### src/rtl/traffic_demand_scheduler.sv
// traffic_demand_scheduler
// Demand-driven green scheduler for the blue/black/yellow intersection.
// Requests are latched per route, green is granted round-robin among routes
// with demand, emergency preemption overrides the round-robin choice, and
// every phase change passes through yellow and an all-red clearance.
// Internally routes are indexed 0=blue 1=black 2=yellow; the external
// req/pending buses carry route i on bit 2-i.
module traffic_demand_scheduler #(
   parameter int GREEN_MIN = 4,
   parameter int GREEN_MAX = 8,
   parameter int YELLOW_T  = 2,
   parameter int ALLRED_T  = 1,
   parameter int TW        = 4
) (
   input  logic       clk,
   input  logic       reset,
   input  logic [2:0] req,
   input  logic       emerg,
   input  logic [1:0] emerg_route,
   output logic [5:0] R,
   output logic [1:0] active_route,
   output logic [2:0] pending
);

   typedef enum logic [1:0] {
      ALLRED = 2'd0,
      GREEN  = 2'd1,
      YELLOW = 2'd2
   } state_t;

   localparam logic [TW-1:0] T_ONE    = TW'(1);
   localparam logic [TW-1:0] T_GMIN   = TW'(GREEN_MIN);
   localparam logic [TW-1:0] T_GMAX   = TW'(GREEN_MAX);
   localparam logic [TW-1:0] T_YELLOW = TW'(YELLOW_T);
   localparam logic [TW-1:0] T_ALLRED = TW'(ALLRED_T);
   localparam logic [1:0]    NO_ROUTE = 2'd3;

   state_t        state_reg, state_next;
   logic [TW-1:0] timer_reg, timer_next, timer_inc;
   logic [1:0]    cur_reg, cur_next;
   logic [1:0]    rr_reg, rr_next;
   logic [2:0]    pending_reg, pending_next;
   logic [5:0]    r_reg, r_next;
   logic [1:0]    active_reg, active_next;

   // route-indexed views of the external buses
   logic [2:0]    dem_route, req_route, dem_route_next;
   logic [2:0]    cur_oh, set_route;
   logic          emerg_valid, grant_valid, go_yellow, others_waiting, cur_req;
   logic [1:0]    grant_route, cand1, cand2, cand3;

   function automatic logic [1:0] rr_inc(input logic [1:0] r);
      return (r == 2'd2) ? 2'd0 : r + 2'd1;
   endfunction

   // bit reordering between route index and bus position, and the lamp encoding
   generate
      for (genvar gi = 0; gi < 3; gi++) begin : g_route
         localparam logic [1:0] RI = 2'(gi);
         assign dem_route[gi]           = pending_reg[2-gi];
         assign req_route[gi]           = req[2-gi];
         assign pending_next[2-gi]      = dem_route_next[gi];
         assign r_next[5-2*gi -: 2]     = (cur_next != RI)        ? 2'b00 :
                                          (state_next == GREEN)   ? 2'b10 :
                                          (state_next == YELLOW)  ? 2'b01 : 2'b00;
      end
   endgenerate

   assign timer_inc   = (&timer_reg) ? timer_reg : timer_reg + 1'b1;
   assign cur_oh      = 3'b001 << cur_reg;
   assign active_next = (state_next == ALLRED) ? NO_ROUTE : cur_next;

   // grant selection: emergency target first, else next pending route after rr
   always_comb begin
      emerg_valid = emerg && (emerg_route != NO_ROUTE);
      cand1       = rr_inc(rr_reg);
      cand2       = rr_inc(cand1);
      cand3       = rr_reg;
      grant_valid = 1'b0;
      grant_route = cand1;
      if (emerg_valid) begin
         grant_valid = 1'b1;
         grant_route = emerg_route;
      end else if (dem_route[cand1]) begin
         grant_valid = 1'b1;
         grant_route = cand1;
      end else if (dem_route[cand2]) begin
         grant_valid = 1'b1;
         grant_route = cand2;
      end else if (dem_route[cand3]) begin
         grant_valid = 1'b1;
         grant_route = cand3;
      end
   end

   // green termination: emergency elsewhere cuts green short, otherwise
   // only competing demand can end it (at max, or at min once cur is idle)
   always_comb begin
      others_waiting = |(dem_route & ~cur_oh);
      cur_req        = |(req_route & cur_oh);
      if (emerg_valid) begin
         go_yellow = (emerg_route != cur_reg);
      end else begin
         go_yellow = others_waiting &&
                     ((timer_reg >= T_GMAX) || ((timer_reg >= T_GMIN) && !cur_req));
      end
   end

   // phase sequencing and phase timer
   always_comb begin
      state_next = state_reg;
      cur_next   = cur_reg;
      rr_next    = rr_reg;
      timer_next = timer_inc;
      case (state_reg)
         ALLRED: begin
            if ((timer_reg >= T_ALLRED) && grant_valid) begin
               state_next = GREEN;
               cur_next   = grant_route;
               rr_next    = grant_route;
            end
         end
         GREEN: begin
            if (go_yellow) state_next = YELLOW;
         end
         YELLOW: begin
            if (timer_reg >= T_YELLOW) state_next = ALLRED;
         end
         default: begin
            state_next = ALLRED;
         end
      endcase
      if (state_next != state_reg) timer_next = T_ONE;
   end

   // demand latch: a green route cannot re-arm itself, and the grant clear beats a same-cycle set
   always_comb begin
      set_route      = req_route & ~((state_reg == GREEN) ? cur_oh : 3'b000);
      dem_route_next = dem_route | set_route;
      if ((state_reg == ALLRED) && (state_next == GREEN))
         dem_route_next = dem_route_next & ~(3'b001 << grant_route);
   end

   // state and registered outputs
   always_ff @(posedge clk) begin
      if (reset) begin
         state_reg   <= ALLRED;
         timer_reg   <= T_ONE;
         cur_reg     <= 2'd0;
         rr_reg      <= 2'd2;
         pending_reg <= 3'b000;
         r_reg       <= 6'b000000;
         active_reg  <= NO_ROUTE;
      end else begin
         state_reg   <= state_next;
         timer_reg   <= timer_next;
         cur_reg     <= cur_next;
         rr_reg      <= rr_next;
         pending_reg <= pending_next;
         r_reg       <= r_next;
         active_reg  <= active_next;
      end
   end

   assign R            = r_reg;
   assign active_route = active_reg;
   assign pending      = pending_reg;

endmodule

### config.mk
export PLATFORM = sky130hd
export DESIGN_NAME = traffic_demand_scheduler
export DESIGN_NICKNAME = d
export VERILOG_FILES = /design/src/rtl/traffic_demand_scheduler.sv
export SDC_FILE = /design/constraint.sdc
export NUM_CORES = 1
export LEC_CHECK = 0
export ABC_AREA = 1
export CORE_AREA = 2 2 52 54
export CTS_CLUSTER_SIZE = 25
export DETAILED_ROUTE_END_ITERATION = 8
export DIE_AREA = 0 0 54 56
export MAX_ROUTING_LAYER = met4
export PLACE_DENSITY = 0.86
export SLEW_MARGIN = 40
export SYNTH_ARGS = -nofsm -noshare
export SYNTH_HDL_FRONTEND = slang
export SYNTH_SLANG_ARGS = --single-unit
export TNS_END_PERCENT = 20
### constraint.sdc
create_clock -name clk -period 1.65 [get_ports clk]
set_input_delay 0.495 -clock clk [delete_from_list [all_inputs] [get_ports clk]]
set_output_delay 0.495 -clock clk [all_outputs]
set_load 0.01 [all_outputs]
# == After elaboration in Yosys (flattened, before gate mapping) ==
# Index checks and enable logic that the tools add are counted.
# word_totals
reg_bits,21
input_bits,8
elab_cells,86
# op_classes
n_bitwise,8
n_addsub,3
n_eq_ne,11
magnitude_cmp,7
shift,2
reduce_logical,19
mux,27
# ops
op,count
2-bit two-way mux,12
3-bit AND,4
2-bit OR reduction,5
2-bit by 3-bit < comparator with 1-bit output (second input constant),3
1-bit two-way mux,9
3-bit inverter,3
2-bit == test (second input constant),4
1-bit binary-select mux with 2-bit select,3
3-bit two-way mux,2
2-bit one-hot mux with 3 select lines,1
3-bit OR reduction,2
1-bit by 2-bit left shift with 3-bit output (first input constant),2
1-bit logical AND,5
2-bit by 1-bit adder with 2-bit output (second input constant),2
4-bit by 1-bit adder with 4-bit output (second input constant),1
2-bit by 1-bit == test with 1-bit output (second input constant),2
4-bit by 1-bit greater-or-equal comparator with 1-bit output (second input constant),1
4-bit by 2-bit greater-or-equal comparator with 1-bit output (second input constant),1
4-bit by 3-bit greater-or-equal comparator with 1-bit output (second input constant),1
4-bit greater-or-equal comparator (second input constant),1
2-bit logical NOT,2
2-bit inequality test,2
2-bit inequality test (second input constant),2
4-bit AND reduction,1
6 further kinds,6

# == Longest topological paths before layout ==
# depth
word_depth,15
ltp_mapped,14

# == Worst setup path before layout ==
# No wires, ideal clock.
# synth_timing
path_type,input to register
start,input port emerg
end,register r_reg[2] (netlist: R[2])
n_path_buf,0
required_ns,1.586
path_slack_ns,0.152
arrival_ns,1.434
stages,8
cell_sequence,a21boi_2 inv_1 or2_2 nand3_2 nand2_2 inv_2 nand3_2 nor2_1
# synth_between
elab_chain_cells,8
word_cells_on_any_way,16
cone_classes,3 x eq/ne; 10 x mux; 3 x reduce/logical
# synth_rtl
item,line,rtl
from (decl),18,"input logic emerg,"
1-bit logical AND (*),75,emerg_valid = emerg && (emerg_route != NO_ROUTE);
1-bit two-way mux,81,if (emerg_valid) begin
1-bit logical AND,117,if ((timer_reg >= T_ALLRED) && grant_valid) begin
2-bit two-way mux,117,
2-bit one-hot mux with 3 select lines,115,case (state_reg)
2-bit == test,65,(state_next == YELLOW) ? 2'b01 : 2'b00;
1-bit two-way mux,65,
2-bit two-way mux,n/a,
to (signal assigned),160,r_reg <= r_next;
to (decl),43,"logic [5:0] r_reg, r_next;"
# Mark *: on every way between the ends. The rest lies on a longest branch, timed or not.
# A chain may end at the register's enable or synchronous reset.

# == Final worst setup path ==
# layout_timing
start,register rr_reg[0] (netlist: cand3[0])
end,register r_reg[2] (netlist: R[2])
# layout_between
elab_chain_cells,15
word_cells_on_any_way,31
cone_classes,2 x add/sub; 5 x eq/ne; 22 x mux; 2 x reduce/logical
# layout_rtl
item,line,rtl
from (decl),41,"logic [1:0] rr_reg, rr_next;"
from (signal assigned),158,rr_reg <= rr_next;
2-bit by 1-bit adder with 2-bit output / 2-bit == test (equally long branches),53,return (r == 2'd2) ? 2'd0 : r + 2'd1;
2-bit two-way mux,53,
2-bit by 1-bit adder with 2-bit output / 2-bit == test (equally long branches),53,
2-bit two-way mux,53,
1-bit binary-select mux with 2-bit select,87,end else if (dem_route[cand2]) begin
1-bit two-way mux (implied by the code),87,
1-bit two-way mux,87,
1-bit two-way mux,84,end else if (dem_route[cand1]) begin
1-bit two-way mux,81,
1-bit logical AND,117,
2-bit two-way mux,117,
2-bit one-hot mux with 3 select lines,115,
2-bit == test,65,
1-bit two-way mux,65,
2-bit two-way mux,n/a,
# Parallel ways exist; a longest one is shown, timed or not. The select of a mux whose other input is x is not followed.

==> parameters.txt <==
Parameter                              Value

Synthesis
  Area of the mapped netlist    1210 um^2
  FFs w/ async S/R, synth    0%
  Post-synth EDFFs    0
  Post-synthesis net count    176
  Number of synthesized register bits    21
  Share of synthesized area occupied by flip-flops and latches    34.8%
  Distinct cells, synth    32
  Top cells by area, synth    sky130_fd_sc_hd__dfxtp_1 35%, sky130_fd_sc_hd__nand2_1 12%, sky130_fd_sc_hd__inv_1 6.2%, sky130_fd_sc_hd__nand3_2 5.8%, sky130_fd_sc_hd__nand3_1 5.0%
  Synth Flop Type    sky130_fd_sc_hd__dfxtp_1
  Yosys warns    0
  Post-Synthesis Mean Instance Area    7.32 um^2
  Share of the synthesized area in the top cell type    34.8%
  Mapped Cells    165
  Post-synthesis cell type with the largest combined area    sky130_fd_sc_hd__dfxtp_1

Pwr
  Seq pwr share    30.1%
  Share of power burned in the clock network    8.0%
  IR drop worst, VDD    0.00124 V
  Total power density per cell area    1830 nW/um^2
  Switching component of the power    1.50 mW
  Switching portion of total power    48.6%
  Leakage power    0.814 nW
  Part of the power in combinational logic    61.9%
  Power Internal    1.58 mW

Route
  Number of DRC violations after detailed-routing iteration 0    20
  Met2 layer wire length in the routed design    1820 um
  Met3 wire len    87 um
  Number of vias after detailed routing    1191
  Vias per inst    5.18
  Number of nets with antenna violations after routing    0
  Routed len/inst    14.2 um
  Routed Wire Length    3260 um
  Top routing layer used    met4
  Detailed-router iteration count before antenna repair    4
  Drt drc    0
  Detailed-routing wirelength on met1    1250 um

Layout
  Post-layout net count    212
  Area added between synthesis and finish    38.9%
  Area of all placed cells without fillers    1680 um^2
  Number of flip-flops in the largest register    6
  Share of layout cells above drive strength 1    38.0%
  Count of filler cells inserted in the layout    216
  Number of antenna repair diodes    0

Global route
  Gr ovfl total    0
  Pin count of the biggest net entering global routing    13
  First-pass GRT wire length    5170 um
  Vias in the first global route    1228
  Number of antenna violations at the first check in global routing    0
  GRT Overall Usage    23.6%

STA
  Fmax achieved    602 MHz
  Final slew viol count    0
  Worst Slack Setup Final    -0.0116 ns
  Unrepaired setup endpoints after global routing    yes
  Transition time at the pin with the least slew margin    0.315 ns
  Final Setup Violations    1
  Final period demand of the worst path    1.66 ns
  Final sum of negative setup slack    -0.0116 ns
  Final Hold Fails    0
  Period Utilization, post-route    101%
  Worst slew margin relative to its limit    78.8%
  Fin Clk Skew    0.00423 ns

Floorplanning
  Total core area    2430 um^2
  Initial Util    49.6%
  Die footprint    3020 um^2
  Overall die width    54 um
  Boundary Pins    19
  Height of the die    56 um
  Std-Cell Rows    18

Worst setup path
  Reg-to-reg critical path endpoint    R[2]
  Worst reg-to-reg setup slack    -0.01 ns
  Largest stage delay, worst path    0.43 ns
  Reg2reg path depth    11
  Cell-by-cell trace of the critical path    buf_6 > nand3_4 > nand3_2 > nor2_2 > a21oi_4 > inv_4 > nand2_2 > nand2_4 > inv_2 > nand3_2 > nor2_1
  Crit end category    register
  Max Fanout on Critical Path    6
  Reg-to-Reg Start    cand3[0]
  Most frequent cell on the critical path    sky130_fd_sc_hd__nand3_2
  Critical Setup Path Class    register to register
  CP required    1.90 ns
  Slowest stage cell on the critical path    sky130_fd_sc_hd__dfxtp_4
  Critical path arrival    1.91 ns
  Launching element type of the critical path    register

Run status
  Violated checks    negative setup slack
  Run status    complete, but fails checks

Place
  RePlAce Congestion    0.922
  HPWL after detailed placement    2170 um
  Total placed instance area    1470 um^2
  Number of port buffers    18

Hold path
  Hold Path Cell Cnt    2
  Worst hold start    timer_reg[3]
  Hold crit path type    register to register
  Worst hold path endpoint    timer_reg[3]

Clock tree
  CTS sink cnt    21
  Bufs on Longest Clock Path    2
  Level count of the clock H-tree    1
  Clock buffer count from CTS    3
  Clock-pin slew on the worst setup and hold paths    0.11 ns
  TritonCTS clock tree    done
  Clock latency of the later-clocked register in the worst-skew pair    0.31 ns
  Buffer cell driving the clock tree root    sky130_fd_sc_hd__clkbuf_4

Run
  Max-cap viol count    0
==> layer usage <==
| layer | GRT usage [%] | vias up |
|---|---|---|
| li1 | - | 602 |
| met3 | 3.49 | 8 |
| met1 | 23.3 | 559 |
| met5 | - | - |
| met2 | 43.0 | 22 |
| met4 | 11.4 | 0 |
==> Yosys cell counts (3+ instances only) <==
master and count:
sky130_fd_sc_hd__nor2_1 16, sky130_fd_sc_hd__nand3_1 12, sky130_fd_sc_hd__nand3_2 7, sky130_fd_sc_hd__a21oi_1 5
sky130_fd_sc_hd__nor2_2 3, sky130_fd_sc_hd__nand2_2 4, sky130_fd_sc_hd__o21ai_0 4, sky130_fd_sc_hd__inv_2 4
sky130_fd_sc_hd__dfxtp_1 21, sky130_fd_sc_hd__nand2_1 37, sky130_fd_sc_hd__or2_2 3, sky130_fd_sc_hd__o211ai_1 3
sky130_fd_sc_hd__inv_1 20, sky130_fd_sc_hd__ha_1 3, sky130_fd_sc_hd__nor3_2 4, sky130_fd_sc_hd__xor2_1 3
==> power groups by stage <==
stage | Sequential [mW] | Clock (mW) | Combinational, mW
final | 0.927 | 0.246 | 1.90
after global routing | 0.949 | 0.272 | 2.09
after CTS | 0.884 | 0.251 | 1.61
after detailed placement | 0.872 | 0 | 1.55
after global placement | 0.863 | 0 | 1.48
after floorplan | 0.850 | 0 | 1.07
==> area by class of cell <==
cell class	instances	area, um^2	area share [%]
flip-flops and latches	21	443	26.4
well taps	30	37.5	2.24
clock inverters	1	5.00	0.299
repair buffers	32	279	16.6
clock buffers	3	22.5	1.34
multi-input cells	117	785	46.8
inverters	26	105	6.27
==> layout by cell type, fill, tap and decap left out, types with 4 or more instances in the layout <==
cell type	count
sky130_fd_sc_hd__inv_1	18
sky130_fd_sc_hd__dlygate4sd2_1	12
sky130_fd_sc_hd__nand2_1	26
sky130_fd_sc_hd__nor2_1	13
sky130_fd_sc_hd__nand2_2	12
sky130_fd_sc_hd__dfxtp_1	13
sky130_fd_sc_hd__a21oi_1	4
sky130_fd_sc_hd__clkdlybuf4s50_1	4
sky130_fd_sc_hd__inv_2	5
sky130_fd_sc_hd__dfxtp_4	5
sky130_fd_sc_hd__nand3_2	5
sky130_fd_sc_hd__nor2_2	5
sky130_fd_sc_hd__buf_4	13
sky130_fd_sc_hd__nand3_1	11
sky130_fd_sc_hd__o21ai_0	4
==> stage by stage <==
| step | utilization, % | hold WS, ns | power, mW | std cells | setup slack, ns |
|---|---|---|---|---|---|
| after floorplan | - | 0.487 | 1.92 | 165 | 0.152 |
| after global placement | 60.6 | 0.506 | 2.35 | 220 | -0.411 |
| after detailed placement | 60.6 | 0.527 | 2.42 | 220 | -0.469 |
| after CTS | 63.3 | 0.545 | 2.74 | 225 | 0.00113 |
| after global routing | 68.9 | 0.581 | 3.31 | 230 | -0.0940 |
| final | 68.9 | 0.548 | 3.08 | 230 | -0.0116 |
==> logic make-up (layout without fill, tap and decap cells) <==
logic type,Yosys count,count (layout),share of synthesized area [%]
AOI/OAI and AO/OA,20,20,11.5
and+or+nand+nor,90,90,38.4
buffers and inverters,27,62,9.22
adders and majority gates,3,3,3.11
DFF,21,21,34.8
xor gates and xnor gates,4,4,2.90
==> worst max-delay path: cells and delay by family, from the launching register on <==
kind                   cells  cell delay [ns]
AOI/OAI and AO/OA          1             0.27
and+or+nand+nor            7             0.61
buffers and inverters      3             0.29
DFF                        1             0.43
==> timing repair <==
item	in CTS	in global routing
gates resized for setup	29	33
endpoints found under the hold margin	0	0
buffers inserted	1	5
pin swaps	8	7
setup endpoints to repair	24	18
hold buffers	0	0
==> how the worst max path moves through the flow <==
stage | from | cells past startpoint | end
finish | cand3[0] | 11 | R[2]
global route | req[2] | 11 | active_route[1]
floorplan | emerg | 8 | R[2]
CTS | timer_reg[1] | 9 | R[2]
global placement | emerg_route[1] | 9 | R[3]
detailed placement | emerg_route[0] | 9 | R[2]
Note: power is estimated with default switching activity, not from simulation.
